### src/rtl/pe_ld_unit_if.sv
// Load-unit bus bundle: load-stream input, global read port, local read port
// and the result stream toward the register bank.
// master = the load unit, slave = its environment.
interface pe_ld_unit_if #(
  parameter int ADDR_L     = 23,
  parameter int REG_ADDR_L = 5,
  parameter int DATA_L     = 32,
  parameter int LC_ADDR_L  = 16
);
  logic [ADDR_L+REG_ADDR_L-1:0] str_word;
  logic                         str_vld;
  logic                         str_rdy;
  logic                         gl_req;
  logic [ADDR_L-1:0]            gl_addr;
  logic                         gl_gnt;
  logic [DATA_L-1:0]            gl_rdata;
  logic                         gl_rvld;
  logic                         lc_rd_en;
  logic [LC_ADDR_L-1:0]         lc_addr;
  logic [DATA_L-1:0]            lc_rdata;
  logic                         out_vld;
  logic [DATA_L-1:0]            out_data;
  logic [REG_ADDR_L-1:0]        out_reg;
  logic                         out_rdy;

  modport master (
    input  str_word, str_vld, gl_gnt, gl_rdata, gl_rvld, lc_rdata, out_rdy,
    output str_rdy, gl_req, gl_addr, lc_rd_en, lc_addr, out_vld, out_data, out_reg
  );

  modport slave (
    output str_word, str_vld, gl_gnt, gl_rdata, gl_rvld, lc_rdata, out_rdy,
    input  str_rdy, gl_req, gl_addr, lc_rd_en, lc_addr, out_vld, out_data, out_reg
  );
endinterface

### src/rtl/pe_ld_unit.sv
// PE load unit: consumes a stream of {addr, dest_reg} words, issues each to
// global memory (in-order returns, up to MAX_OUTSTANDING in flight) or to
// local memory (1-cycle latency), and delivers results in program order
// through a fall-through FIFO.
// Optional feature: define PE_LD_STALL_CNT_EN to build the stall counter;
// otherwise stall_cnt is tied to 0.
module pe_ld_unit #(
  parameter int ADDR_L          = 23,
  parameter int MAX_OUTSTANDING = 4,
  parameter int FIFO_DEPTH      = 16
) (
  input  logic         clk,
  input  logic         rst,
  input  logic         len_vld,
  input  logic [14:0]  len,
  pe_ld_unit_if.master bus,
  output logic         busy,
  output logic [15:0]  stall_cnt
);
  localparam int   REG_ADDR_L = 5;
  localparam int   DATA_L     = 32;
  localparam int   LC_IND_S   = ADDR_L - 1;
  localparam logic LC_IND     = 1'b0;
  localparam int   OW  = $clog2(MAX_OUTSTANDING + 1);
  localparam int   CW  = $clog2(FIFO_DEPTH + 1);
  localparam int   SW  = CW + 1;
  localparam int   FPW = (FIFO_DEPTH > 1) ? $clog2(FIFO_DEPTH) : 1;
  localparam int   TPW = (MAX_OUTSTANDING > 1) ? $clog2(MAX_OUTSTANDING) : 1;
  localparam int   EW  = REG_ADDR_L + DATA_L;

  typedef enum logic [1:0] {S_IDLE, S_ISSUE, S_DRAIN} state_t;

  state_t                state;
  logic [14:0]           remaining;
  logic [OW-1:0]         outstanding;
  logic                  gl_req_q;
  logic [ADDR_L-1:0]     gl_addr_q;
  logic [REG_ADDR_L-1:0] gl_tag;
  logic                  lc_pending;
  logic [REG_ADDR_L-1:0] lc_reg_q;

  logic [REG_ADDR_L-1:0] tag_mem [MAX_OUTSTANDING];
  logic [TPW-1:0]        tag_wr, tag_rd;

  logic [EW-1:0]         fifo_mem [FIFO_DEPTH];
  logic [FPW-1:0]        fifo_wr, fifo_rd;
  logic [CW-1:0]         fifo_cnt;

  logic [ADDR_L-1:0]     word_addr;
  logic [REG_ADDR_L-1:0] word_reg;
  logic                  is_local, slot_free, can_take, accept, acc_gl, acc_lc;
  logic                  gnt, rvld_ok, push, pop;
  logic [SW-1:0]         slot_used;
  logic [DATA_L-1:0]     push_data;
  logic [REG_ADDR_L-1:0] push_reg;
  logic [EW-1:0]         head;

  assign word_addr = bus.str_word[REG_ADDR_L +: ADDR_L];
  assign word_reg  = bus.str_word[REG_ADDR_L-1:0];
  assign is_local  = (word_addr[LC_IND_S] == LC_IND);

  // Every accepted word owns a FIFO slot from issue until it is delivered,
  // so returning data can always be pushed without back-pressure.
  assign slot_used = SW'(fifo_cnt) + SW'(outstanding) + SW'(lc_pending);
  assign slot_free = (slot_used < SW'(FIFO_DEPTH));

  // A local read may only go out once all earlier global reads are back,
  // which keeps results in program order through a single FIFO.
  assign can_take = (state == S_ISSUE) && (remaining != '0) && !gl_req_q && slot_free &&
                    (is_local ? (outstanding == '0) : (outstanding < OW'(MAX_OUTSTANDING)));
  assign accept   = !rst && bus.str_vld && can_take;
  assign acc_gl   = accept && !is_local;
  assign acc_lc   = accept && is_local;

  assign gnt       = gl_req_q && bus.gl_gnt;
  assign rvld_ok   = bus.gl_rvld && (outstanding != '0);
  assign push      = rvld_ok || lc_pending;
  assign push_data = lc_pending ? bus.lc_rdata : bus.gl_rdata;
  assign push_reg  = lc_pending ? lc_reg_q : tag_mem[tag_rd];
  assign pop       = (fifo_cnt != '0) && bus.out_rdy;
  assign head      = fifo_mem[fifo_rd];

  assign bus.str_rdy  = !rst && can_take;
  assign bus.gl_req   = !rst && gl_req_q;
  assign bus.gl_addr  = rst ? '0 : gl_addr_q;
  assign bus.lc_rd_en = acc_lc;
  assign bus.lc_addr  = acc_lc ? word_addr[15:0] : '0;
  assign bus.out_vld  = !rst && (fifo_cnt != '0);
  assign bus.out_data = bus.out_vld ? head[DATA_L-1:0] : '0;
  assign bus.out_reg  = bus.out_vld ? head[EW-1:DATA_L] : '0;
  assign busy         = !rst && ((state != S_IDLE) || (fifo_cnt != '0));

  // Stream FSM, request issue and in-flight bookkeeping.
  always_ff @(posedge clk) begin
    if (rst) begin
      state       <= S_IDLE;
      remaining   <= '0;
      outstanding <= '0;
      gl_req_q    <= 1'b0;
      gl_addr_q   <= '0;
      gl_tag      <= '0;
      lc_pending  <= 1'b0;
      lc_reg_q    <= '0;
      tag_wr      <= '0;
      tag_rd      <= '0;
      fifo_wr     <= '0;
      fifo_rd     <= '0;
      fifo_cnt    <= '0;
    end else begin
      case (state)
        S_IDLE: if (len_vld && len != '0) begin
          remaining <= len;
          state     <= S_ISSUE;
        end
        S_ISSUE: if (accept) begin
          remaining <= remaining - 1'b1;
          if (remaining == 15'd1) state <= S_DRAIN;
        end
        S_DRAIN: if (outstanding == '0 && fifo_cnt == '0 && !gl_req_q && !lc_pending)
          state <= S_IDLE;
        default: state <= S_IDLE;
      endcase

      if (acc_gl) begin
        gl_req_q  <= 1'b1;
        gl_addr_q <= word_addr;
        gl_tag    <= word_reg;
      end else if (gnt) begin
        gl_req_q  <= 1'b0;
      end

      lc_pending <= acc_lc;
      if (acc_lc) lc_reg_q <= word_reg;

      case ({gnt, rvld_ok})
        2'b10:   outstanding <= outstanding + 1'b1;
        2'b01:   outstanding <= outstanding - 1'b1;
        default: ;
      endcase

      if (gnt)     tag_wr  <= (tag_wr == TPW'(MAX_OUTSTANDING - 1)) ? '0 : tag_wr + 1'b1;
      if (rvld_ok) tag_rd  <= (tag_rd == TPW'(MAX_OUTSTANDING - 1)) ? '0 : tag_rd + 1'b1;
      if (push)    fifo_wr <= (fifo_wr == FPW'(FIFO_DEPTH - 1)) ? '0 : fifo_wr + 1'b1;
      if (pop)     fifo_rd <= (fifo_rd == FPW'(FIFO_DEPTH - 1)) ? '0 : fifo_rd + 1'b1;

      case ({push, pop})
        2'b10:   fifo_cnt <= fifo_cnt + 1'b1;
        2'b01:   fifo_cnt <= fifo_cnt - 1'b1;
        default: ;
      endcase
    end
  end

  // Storage arrays: tag queue written at grant, data FIFO written on return.
  always_ff @(posedge clk) begin
    if (gnt)  tag_mem[tag_wr]   <= gl_tag;
    if (push) fifo_mem[fifo_wr] <= {push_reg, push_data};
  end

`ifdef PE_LD_STALL_CNT_EN
  logic [15:0] stall_q;

  // Saturating count of issue cycles where a word was offered but refused.
  always_ff @(posedge clk) begin
    if (rst)
      stall_q <= '0;
    else if (state == S_ISSUE && bus.str_vld && !can_take && stall_q != 16'hFFFF)
      stall_q <= stall_q + 1'b1;
  end

  assign stall_cnt = rst ? '0 : stall_q;
`else
  assign stall_cnt = '0;
`endif

  // A return with nothing in flight during a stream is a protocol error; it
  // is dropped. Returns while idle are leftovers abandoned by a reset.
  a_no_stray_rvld: assert property (@(posedge clk) disable iff (rst)
    !(bus.gl_rvld && outstanding == '0 && state != S_IDLE));
  a_no_overflow: assert property (@(posedge clk) disable iff (rst)
    !(push && !pop && fifo_cnt == CW'(FIFO_DEPTH)));
  a_one_push: assert property (@(posedge clk) disable iff (rst)
    !(rvld_ok && lc_pending));
endmodule
### src/flat_wrapper.sv
// flat-port wrapper written by rule: the top's interface ports become plain ports
module pe_ld_unit_flat 
#(
  parameter int ADDR_L          = 23,
  parameter int MAX_OUTSTANDING = 4,
  parameter int FIFO_DEPTH      = 16
)
  (clk, rst, len_vld, len, busy, stall_cnt, bus_str_word, bus_str_vld, bus_gl_gnt, bus_gl_rdata, bus_gl_rvld, bus_lc_rdata, bus_out_rdy, bus_str_rdy, bus_gl_req, bus_gl_addr, bus_lc_rd_en, bus_lc_addr, bus_out_vld, bus_out_data, bus_out_reg);
  pe_ld_unit_if #(.ADDR_L(ADDR_L)) bus_i ();
  input  logic clk;
  input  logic rst;
  input  logic len_vld;
  input  logic [14:0] len;
  output logic busy;
  output logic [15:0] stall_cnt;
  input wire logic [$bits(bus_i.str_word)-1:0] bus_str_word;
  input wire logic [$bits(bus_i.str_vld)-1:0] bus_str_vld;
  input wire logic [$bits(bus_i.gl_gnt)-1:0] bus_gl_gnt;
  input wire logic [$bits(bus_i.gl_rdata)-1:0] bus_gl_rdata;
  input wire logic [$bits(bus_i.gl_rvld)-1:0] bus_gl_rvld;
  input wire logic [$bits(bus_i.lc_rdata)-1:0] bus_lc_rdata;
  input wire logic [$bits(bus_i.out_rdy)-1:0] bus_out_rdy;
  output wire logic [$bits(bus_i.str_rdy)-1:0] bus_str_rdy;
  output wire logic [$bits(bus_i.gl_req)-1:0] bus_gl_req;
  output wire logic [$bits(bus_i.gl_addr)-1:0] bus_gl_addr;
  output wire logic [$bits(bus_i.lc_rd_en)-1:0] bus_lc_rd_en;
  output wire logic [$bits(bus_i.lc_addr)-1:0] bus_lc_addr;
  output wire logic [$bits(bus_i.out_vld)-1:0] bus_out_vld;
  output wire logic [$bits(bus_i.out_data)-1:0] bus_out_data;
  output wire logic [$bits(bus_i.out_reg)-1:0] bus_out_reg;
  assign bus_i.str_word = bus_str_word;
  assign bus_i.str_vld = bus_str_vld;
  assign bus_i.gl_gnt = bus_gl_gnt;
  assign bus_i.gl_rdata = bus_gl_rdata;
  assign bus_i.gl_rvld = bus_gl_rvld;
  assign bus_i.lc_rdata = bus_lc_rdata;
  assign bus_i.out_rdy = bus_out_rdy;
  assign bus_str_rdy = bus_i.str_rdy;
  assign bus_gl_req = bus_i.gl_req;
  assign bus_gl_addr = bus_i.gl_addr;
  assign bus_lc_rd_en = bus_i.lc_rd_en;
  assign bus_lc_addr = bus_i.lc_addr;
  assign bus_out_vld = bus_i.out_vld;
  assign bus_out_data = bus_i.out_data;
  assign bus_out_reg = bus_i.out_reg;
  pe_ld_unit #(.ADDR_L(ADDR_L), .MAX_OUTSTANDING(MAX_OUTSTANDING), .FIFO_DEPTH(FIFO_DEPTH)) u_core (.clk(clk), .rst(rst), .len_vld(len_vld), .len(len), .bus(bus_i), .busy(busy), .stall_cnt(stall_cnt));
endmodule
### config.mk
export PLATFORM = sky130hd
export DESIGN_NAME = pe_ld_unit_flat
export DESIGN_NICKNAME = d
export VERILOG_FILES = /design/src/rtl/pe_ld_unit_if.sv /design/src/rtl/pe_ld_unit.sv /design/src/flat_wrapper.sv
export SDC_FILE = /design/constraint.sdc
export NUM_CORES = 1
export LEC_CHECK = 0
export CAP_MARGIN = 20
export CORE_MARGIN = 1
export CORE_UTILIZATION = 40
export CTS_CLUSTER_DIAMETER = 80
export DETAILED_ROUTE_END_ITERATION = 7
export HOLD_SLACK_MARGIN = 0.06
export PLACE_DENSITY = 0.56
export SLEW_MARGIN = 20
export SYNTH_ARGS = -nofsm -noshare
export SYNTH_HDL_FRONTEND = slang
export SYNTH_SLANG_ARGS = --single-unit
### constraint.sdc
create_clock -name clk -period 13 [get_ports clk]
set_input_delay 3.9 -clock clk [delete_from_list [all_inputs] [get_ports clk]]
set_output_delay 3.9 -clock clk [all_outputs]
set_load 0.01 [all_outputs]
; ---- Yosys cells after proc, flatten, opt, wreduce, memory -nomap -nowiden
; Memory sizes are Yosys's and may differ from the RTL's. A register that Yosys moved wholly into a read port is not among the register bits.
; Index checks and enable logic that the tools add are counted.
[classes]
n_lt_le_gt_ge = 2
eq_ne = 15
add_sub_neg = 11
bitwise = 1
mux = 31
n_reduce_logical = 38
[op_table]
columns = operator, count
row1 = 32-bit two-way mux, 2
row2 = 15-bit two-way mux, 2
row3 = 15-bit case mux with 2 select lines, 1
row4 = 15-bit nonzero test, 2
row5 = 23-bit two-way mux, 1
row6 = 1-bit logical AND, 19
row7 = 16-bit two-way mux, 1
row8 = 2-bit two-way mux, 8
row9 = 4-bit two-way mux, 4
row10 = 15-bit by 1-bit == test with 1-bit output (second input constant), 1
row11 = 15-bit by 1-bit subtractor with 15-bit output (second input constant), 1
row12 = 2-bit == test (second input constant), 5
row13 = 5-bit two-way mux, 2
row14 = 5-bit case mux with 2 select lines, 1
row15 = 2-bit nonzero test, 5
row16 = 4-bit by 1-bit adder with 4-bit output (second input constant), 2
row17 = 4-bit == test (second input constant), 2
row18 = 1-bit two-way mux, 7
row19 = 5-bit by 3-bit adder with 6-bit output, 1
row20 = 6-bit by 1-bit adder with 6-bit output, 1
row21 = 2-bit by 1-bit == test with 1-bit output (second input constant), 3
row22 = 6-bit by 5-bit less-than comparator with 1-bit output (second input constant), 1
row23 = 2-bit by 1-bit inequality test with 1-bit output (second input constant), 3
row24 = 2-bit case mux with 3 select lines, 1
row25 = 18 further kinds, 22
[totals]
wordCells = 113
reg_bits = 72
mem_bits_rw = 612
inputBits = 114
memories = 2
[mem_list]
columns = name, depth, word_bits, rd, rd_clocked_by_memory_dff, write_ports, line
row1 = u_core.fifo_mem, 16, 37, 1, 1, 1, pe_ld_unit.sv:45  ; logic [EW-1:0] fifo_mem [FIFO_DEPTH];
row2 = u_core.tag_mem, 4, 5, 1, 1, 1, pe_ld_unit.sv:42  ; logic [REG_ADDR_L-1:0] tag_mem [MAX_OUTSTANDING];

; ---- Logic depth before layout (Yosys ltp)
; Gate-level depths: netlist of run 1.
[logic_depth]
ltp_word = 8
depth_mapped = 12
ltp_nobuf = 11

; ---- Least setup slack after synthesis of run 1
; Ideal clock, no wire load.
[synth_timing]
path_kind = input to output
startpoint = in rst
endpoint = out bus_lc_addr[10]
t_arrival_ns = 5.647
path_buffers = 2
slack_ns = 3.453
stages = 6
required_time_ns = 9.100
path_cell_list = buf_2 > nor4_1 > nand4b_1 > nor4_1 > clkbuf_1 > and2_1
[synth_via]
elab_chain_len = 5
[synth_rtl]
columns = item, line
row1 = start: declaration, flat_wrapper.sv:11  ; input logic rst;
row2 = 1-bit logical NOT, pe_ld_unit.sv:71  ; assign accept = !rst && bus.str_vld && can_take;
row3 = 1-bit logical AND (2 in series), pe_ld_unit.sv:71
row4 = 1-bit logical AND, pe_ld_unit.sv:73  ; assign acc_lc = accept && is_local;
row5 = named net bus_lc_rd_en, flat_wrapper.sv:26  ; output wire logic [$bits(bus_i.lc_rd_en)-1:0] bus_lc_rd_en;
row6 = 16-bit two-way mux, pe_ld_unit.sv:87  ; assign bus.lc_addr = acc_lc ? word_addr[15:0] : '0;
row7 = end: declaration, flat_wrapper.sv:27  ; output wire logic [$bits(bus_i.lc_addr)-1:0] bus_lc_addr;
; The timed path passes the listed nets, and every way through them passes these cells.

; ---- Worst setup path in the final report of run 1
[layout_timing]
startpoint = in rst
endpoint = out bus_lc_addr[3]
[layout_via]
elab_chain_len = 5
[layout_rtl]
columns = item, line
row1 = 1-bit logical NOT, pe_ld_unit.sv:71
row2 = 1-bit logical AND (2 in series), pe_ld_unit.sv:71
row3 = 1-bit logical AND, pe_ld_unit.sv:73
row4 = 16-bit two-way mux, pe_ld_unit.sv:87
; Every way passes these cells.

==> results of run 1 <==
-- how the worst max path moves through the flow --
stage,slack [ns],startpoint,end
CTS,2.79,rst,bus_out_data[13]
floorplan,3.45,rst,bus_lc_addr[10]
detailed placement,2.79,rst,bus_out_data[13]
global placement,2.83,rst,bus_out_reg[3]
global route,2.56,rst,bus_lc_addr[13]
finish,2.83,rst,bus_lc_addr[3]
-- per-layer routing --
metal	vias up	track usage, %	share of wire, %
met2	422	30.6	51
met1	7245	23.7	42
met3	63	3.05	5.5
met4	0	5.20	1.7
met5	-	0	0
li1	6147	-	-
-- sequential cells by signal (all words and copies together), names as in the netlist, named ones only --
| signal | count |
|---|---|
| u_core.tag_rd | 2 |
| u_core.lc_reg_q | 5 |
| u_core.outstanding | 3 |
| u_core.fifo_cnt | 5 |
| u_core.fifo_rd | 4 |
| u_core.remaining | 15 |
| u_core.fifo_wr | 4 |
| u_core.gl_addr_q | 23 |
| u_core.lc_pending | 1 |
| u_core.fifo_mem | 592 |
| u_core.gl_req_q | 1 |
| u_core.state | 2 |
| u_core.tag_wr | 2 |
| u_core.tag_mem | 20 |
| u_core.gl_tag | 5 |
-- synthesized netlist by cell type, types with 16 or more instances --
library cell | count | area [sq um]
edfxtp_1 | 612 | 18400
mux4_2 | 190 | 4280
dfxtp_1 | 78 | 1560
nor2b_1 | 63 | 394
mux2_2 | 56 | 631
nor2_1 | 48 | 180
clkbuf_1 | 45 | 169
a21oi_1 | 33 | 165
nand2_1 | 26 | 97.6
ha_1 | 20 | 250
inv_1 | 20 | 75.1
nor3_1 | 20 | 100
buf_2 | 19 | 95.1
and2_1 | 16 | 100
buf_4 | 16 | 120
-- worst max-delay path, delay by kind of cell --
kind	cells	cell delay, ns
simple gates	4	1.27
buf+inv	3	1.08
-- layout by cell type, fill, tap and decap left out, types with 12 or more instances in the layout --
master	count
nor3_1	16
clkinv_1	17
mux4_2	190
dfxtp_1	73
buf_4	28
edfxtp_1	612
nand2_1	26
nor2_1	36
inv_1	20
mux2i_1	15
ha_1	20
clkbuf_1	17
and2_1	16
clkbuf_16	79
mux2_2	56
a21oi_1	33
clkdlybuf4s50_1	193
nor2b_1	63
conb_1	16
nor2_4	12
-- power breakdown --
| part | internal [mW] | switching (mW) |
|---|---|---|
| registers | 2.43 | 0.0276 |
| clock network | 1.23 | 0.855 |
| logic | 0.275 | 0.236 |
-- stage by stage --
| step | utilization (%) | power, mW | cells |
|---|---|---|---|
| floorplan | - | 2.86 | 1421 |
| CTS | 48.4 | 5.12 | 2620 |
| finish | 48.4 | 5.06 | 2620 |
| global placement | 44.9 | 3.02 | 2484 |
| global route | 48.4 | 5.24 | 2620 |
| detailed placement | 44.9 | 3.03 | 2484 |
-- cell families after synthesis --
family                     count (synthesis)  synth area share, %
adders and majority gates                 22                 1.05
xor gates and xnor gates                   7                0.221
buffers and inverters                    112                 1.87
other                                      1               0.0135
DFF                                      690                 72.0
muxes                                    264                 18.4
and+or+nand+nor                          221                 4.35
AOI/OAI and AO/OA                         89                 2.10
-- area by class of cell --
class	count	area, sq um	share of cell area (%)
Sequential cell	690	20000	60.1
Multi-Input combinational cell	619	7440	22.4
Timing Repair Buffer	222	2150	6.47
Clock buffer	99	2080	6.27
Tap cell	931	1160	3.51
Clock inverter	37	335	1.01
Inverter	22	82.6	0.249
==> results.yml, run 1 <==
sta:
  min_period_over_period_pct: 78.2
  setup_viol: 0
  drv_slew: 0
  tightest_slew_ns: 1.02
  hold_viol: 0
  fin_skew_ns: 0.0330
  fmaxAchievable_mhz: 98.4
  holdWs_ns: 0.491
  rsz0062_at_grt: "no"
  setup_tns_ns: 0
  setup_slack_ns: 2.83
  relSlewSlack_pct: 32.0
  period_minus_slack_ns: 10.17
routing:
  ant_nets: 0
  drc: 0
  drtIter0Drc: 822
  drt_pass1_iterations: 5
  vias: 13877
  wirelength_mm: 61.6
  vias_per_cell: 5.30
  wire_per_inst_um: 23.5
global_route:
  antenna_found_initial: 0
  gr-usage-all-layers_pct: 18.0
  grt_pass1_wl_mm: 93.2
  overflow: 0
  grt_max_degree: 63
  grt_pass1_vias: 14633
worst_setup_path:
  worstSetupPathType: "in2out"
  crit_slowest_cell: "clkdlybuf4s50_1"
  cpPeakStageDelay_ns: 0.53
  r2r_slack_ns: 9.51
  r2r-end: "u_core.remaining[12]"
  worstReg2RegStart: "u_core.state[0]"
  r2r_cells: 5
  critical_path.cell_chain: "buf_2, nor4_1, nand4b_1, nor4_2, buf_4, and2_1, clkdlybuf4s50_1"
  cp.arrival_ns: 6.27
  crit_path_start_kind: "input pin"
  end_kind: "output pin"
  required_ns: 9.10
  path_max_fanout: 24
clock_tree:
  h-tree-depth: 3
  clock-sinks: 690
  cts_tree: "built"
  clock-root-buffer: "clkbuf_16"
  cts_resized: 0
  clkTransAtPathRegs_ns: 0.06
  ctsHoldBuffers: 0
  cts_setup_buffers: 0
  worstSkewPairLatency_ns: 0.62
  numCtsBuffers: 75
  clk_path_buf_depth: 3
final_layout:
  fillers: 5653
  antenna_cells: 0
  nets: 1766
  design_area_sq_um: 33200
  drive_gt1_share_pct: 24.4
  syn2layout_area_growth_pct: 19.9
synth:
  synth_ff_type: "edfxtp_1"
  yosysWarningCount: 0
  synth_enable_flop_cells: 612
  syn_area_per_cell_sq_um: 19.7
  synth_seq_cells: 690
  synth_cells: 1406
  synth_cell_type_count: 61
  async_reset_ff_share_pct: 0
  yosysSeqAreaShare_pct: 72.0
  syn-cell-area_sq_um: 27700
placement:
  pre_cts_slack_ns: 2.79
  gp_congestion: 0.765
  placed_area_sq_um: 30800
  port-buffer-count: 194
  dp_hpwl_mm: 33.1
power_and_ir_drop:
  ir_drop_mv: 0.0869
  power.density_nw_per_um2: 152
  p_leak_nw: 10.3
worst_hold_path:
  worstHoldPathCells: 0
  hp-class: "reg2reg"
  min_from: "u_core.gl_tag[2]"
  min_to: "u_core.tag_mem[1][2]"
floorplan:
  start_util_pct: 40.4
  die_x_um: 265
  die_area_sq_um: 70300
  ios: 211
  rows: 96
  die_y_um: 265
  core_area_sq_um: 68600
flow_run:
  cap_violations: 0
run_status:
  status: "completed"
(Power assumes the default switching activity.)
==> inputs of run 2 (changes only) <==
Settings changed: PLACE_DENSITY 0.56 to 0.58.
Clock period 13 ns to 8.9 ns, I/O delays scaled along.
==> results.yml, run 2 (synthesis results as in run 1) <==
sta:
  setup_tns_ns: 0
  min_period_over_period_pct: 87.7
  holdWs_ns: 0.477
  setup_viol: 0
  fin_skew_ns: 0.0245
  fmaxAchievable_mhz: 128
  relSlewSlack_pct: 30.6
  hold_viol: 0
  drv_slew: 0
  tightest_slew_ns: 1.04
  setup_slack_ns: 1.10
  period_minus_slack_ns: 7.80
  rsz0062_at_grt: "no"
routing:
  vias: 13887
  ant_nets: 0
  drtIter0Drc: 928
  vias_per_cell: 5.31
  drc: 0
  wire_per_inst_um: 23.3
  drt_pass1_iterations: 5
  wirelength_mm: 60.9
worst_setup_path:
  crit_slowest_cell: "clkdlybuf4s50_1"
  worstReg2RegStart: "u_core.state[0]"
  cp.arrival_ns: 5.13
  r2r-end: "u_core.remaining[4]"
  crit_path_end: "bus_out_data[1]"
  crit_path_start_kind: "input pin"
  critical_path.cell_chain: "buf_2, clkinv_1, o21ai_4, buf_4, nor2b_1, clkdlybuf4s50_1"
  critPathLaunch: "rst"
  r2r_slack_ns: 5.54
  cpPeakStageDelay_ns: 0.49
  path_max_fanout: 29
  end_kind: "output pin"
  r2r_cells: 5
  worstSetupPathType: "in2out"
  required_ns: 6.23
floorplan:
  start_util_pct: 40.4
  die_x_um: 265
  rows: 96
  die_y_um: 265
  ios: 211
  die_area_sq_um: 70300
  core_area_sq_um: 68600
clock_tree:
  ctsHoldBuffers: 0
  cts_setup_buffers: 0
  worstSkewPairLatency_ns: 0.62
  numCtsBuffers: 74
  clock-root-buffer: "clkbuf_16"
  cts_tree: "built"
  clock-sinks: 690
  clkTransAtPathRegs_ns: 0.05
  clk_path_buf_depth: 3
  cts_resized: 0
  h-tree-depth: 3
global_route:
  grt_max_degree: 149
  antenna_found_initial: 1
  grt_pass1_vias: 14887
  gr-usage-all-layers_pct: 17.7
  grt_pass1_wl_mm: 91.8
  overflow: 0
final_layout:
  nets: 1761
  largest_reg_flops: 592
  multiInputGateArea_sq_um: 7440
  final_core_util_pct: 48.4
  final_common_cell: "edfxtp_1"
  instances_no_fill: 2616
  design_area_sq_um: 33200
  top_regs: "u_core.fifo_mem: 592 flops, u_core.gl_addr_q: 23 flops, u_core.tag_mem: 20 flops"
  top_register: "u_core.fifo_mem"
  drive_gt1_share_pct: 23.9
  syn2layout_area_growth_pct: 19.8
  seq_area_sq_um: 20000
  fillers: 5630
  final_cell_mix: "edfxtp_1, clkdlybuf4s50_1, mux4_2"
flow_run:
  cap_violations: 0
placement:
  dp_hpwl_mm: 31.3
  dp.cells: 2480
  gp_congestion: 0.803
  placed_area_sq_um: 30800
  port-buffer-count: 194
  pre_cts_slack_ns: 1.03
worst_hold_path:
  min_from: "u_core.remaining[12]"
  hp-class: "reg2reg"
power_and_ir_drop:
  p_leak_nw: 10.3
  power.density_nw_per_um2: 222
  total_power_mw: 7.38
  ir_drop_mv: 0.139
run_status:
  status: "completed"
[run 2: how the worst min path moves through the flow]
stage,endpoint,cells past startpoint,slack [ns]
CTS,u_core.remaining[12],2,0.47
detailed placement,u_core.remaining[12],2,0.46
floorplan,u_core.remaining[12],2,0.43
global route,u_core.remaining[12],2,0.50
global placement,u_core.remaining[12],2,0.46
finish,u_core.remaining[12],2,0.48
[run 2: final cells by class]
class / count / area share (%)
flip-flops and latches: 690 / 60.1
clock inverters: 40 / 1.40
inverters: 22 / 0.249
multi-input cells: 619 / 22.4
repair buffers: 218 / 6.49
diodes: 1 / 0.00754
clock buffers: 95 / 5.84
well taps: 931 / 3.51
[run 2: worst max-delay path, delay by kind of cell]
kind,cells,cell delay (ns)
buf+inv,4,1.86
simple gates,1,0.09
compound gates,1,0.43
[run 2: power by group]
| group | leakage, nW | internal, mW | switching, mW |
|---|---|---|---|
| clock | 1.17 | 1.79 | 1.25 |
| combinational | 3.00 | 0.407 | 0.330 |
| sequential | 6.14 | 3.55 | 0.0546 |
[run 2: routing by layer]
layer | track usage (%) | up-vias | routed length (um)
li1 | - | 6138 | -
met2 | 30.6 | 413 | 31000
met1 | 23.0 | 7262 | 25400
met3 | 3.43 | 74 | 3450
met4 | 4.06 | 0 | 1030
met5 | 0 | - | 0
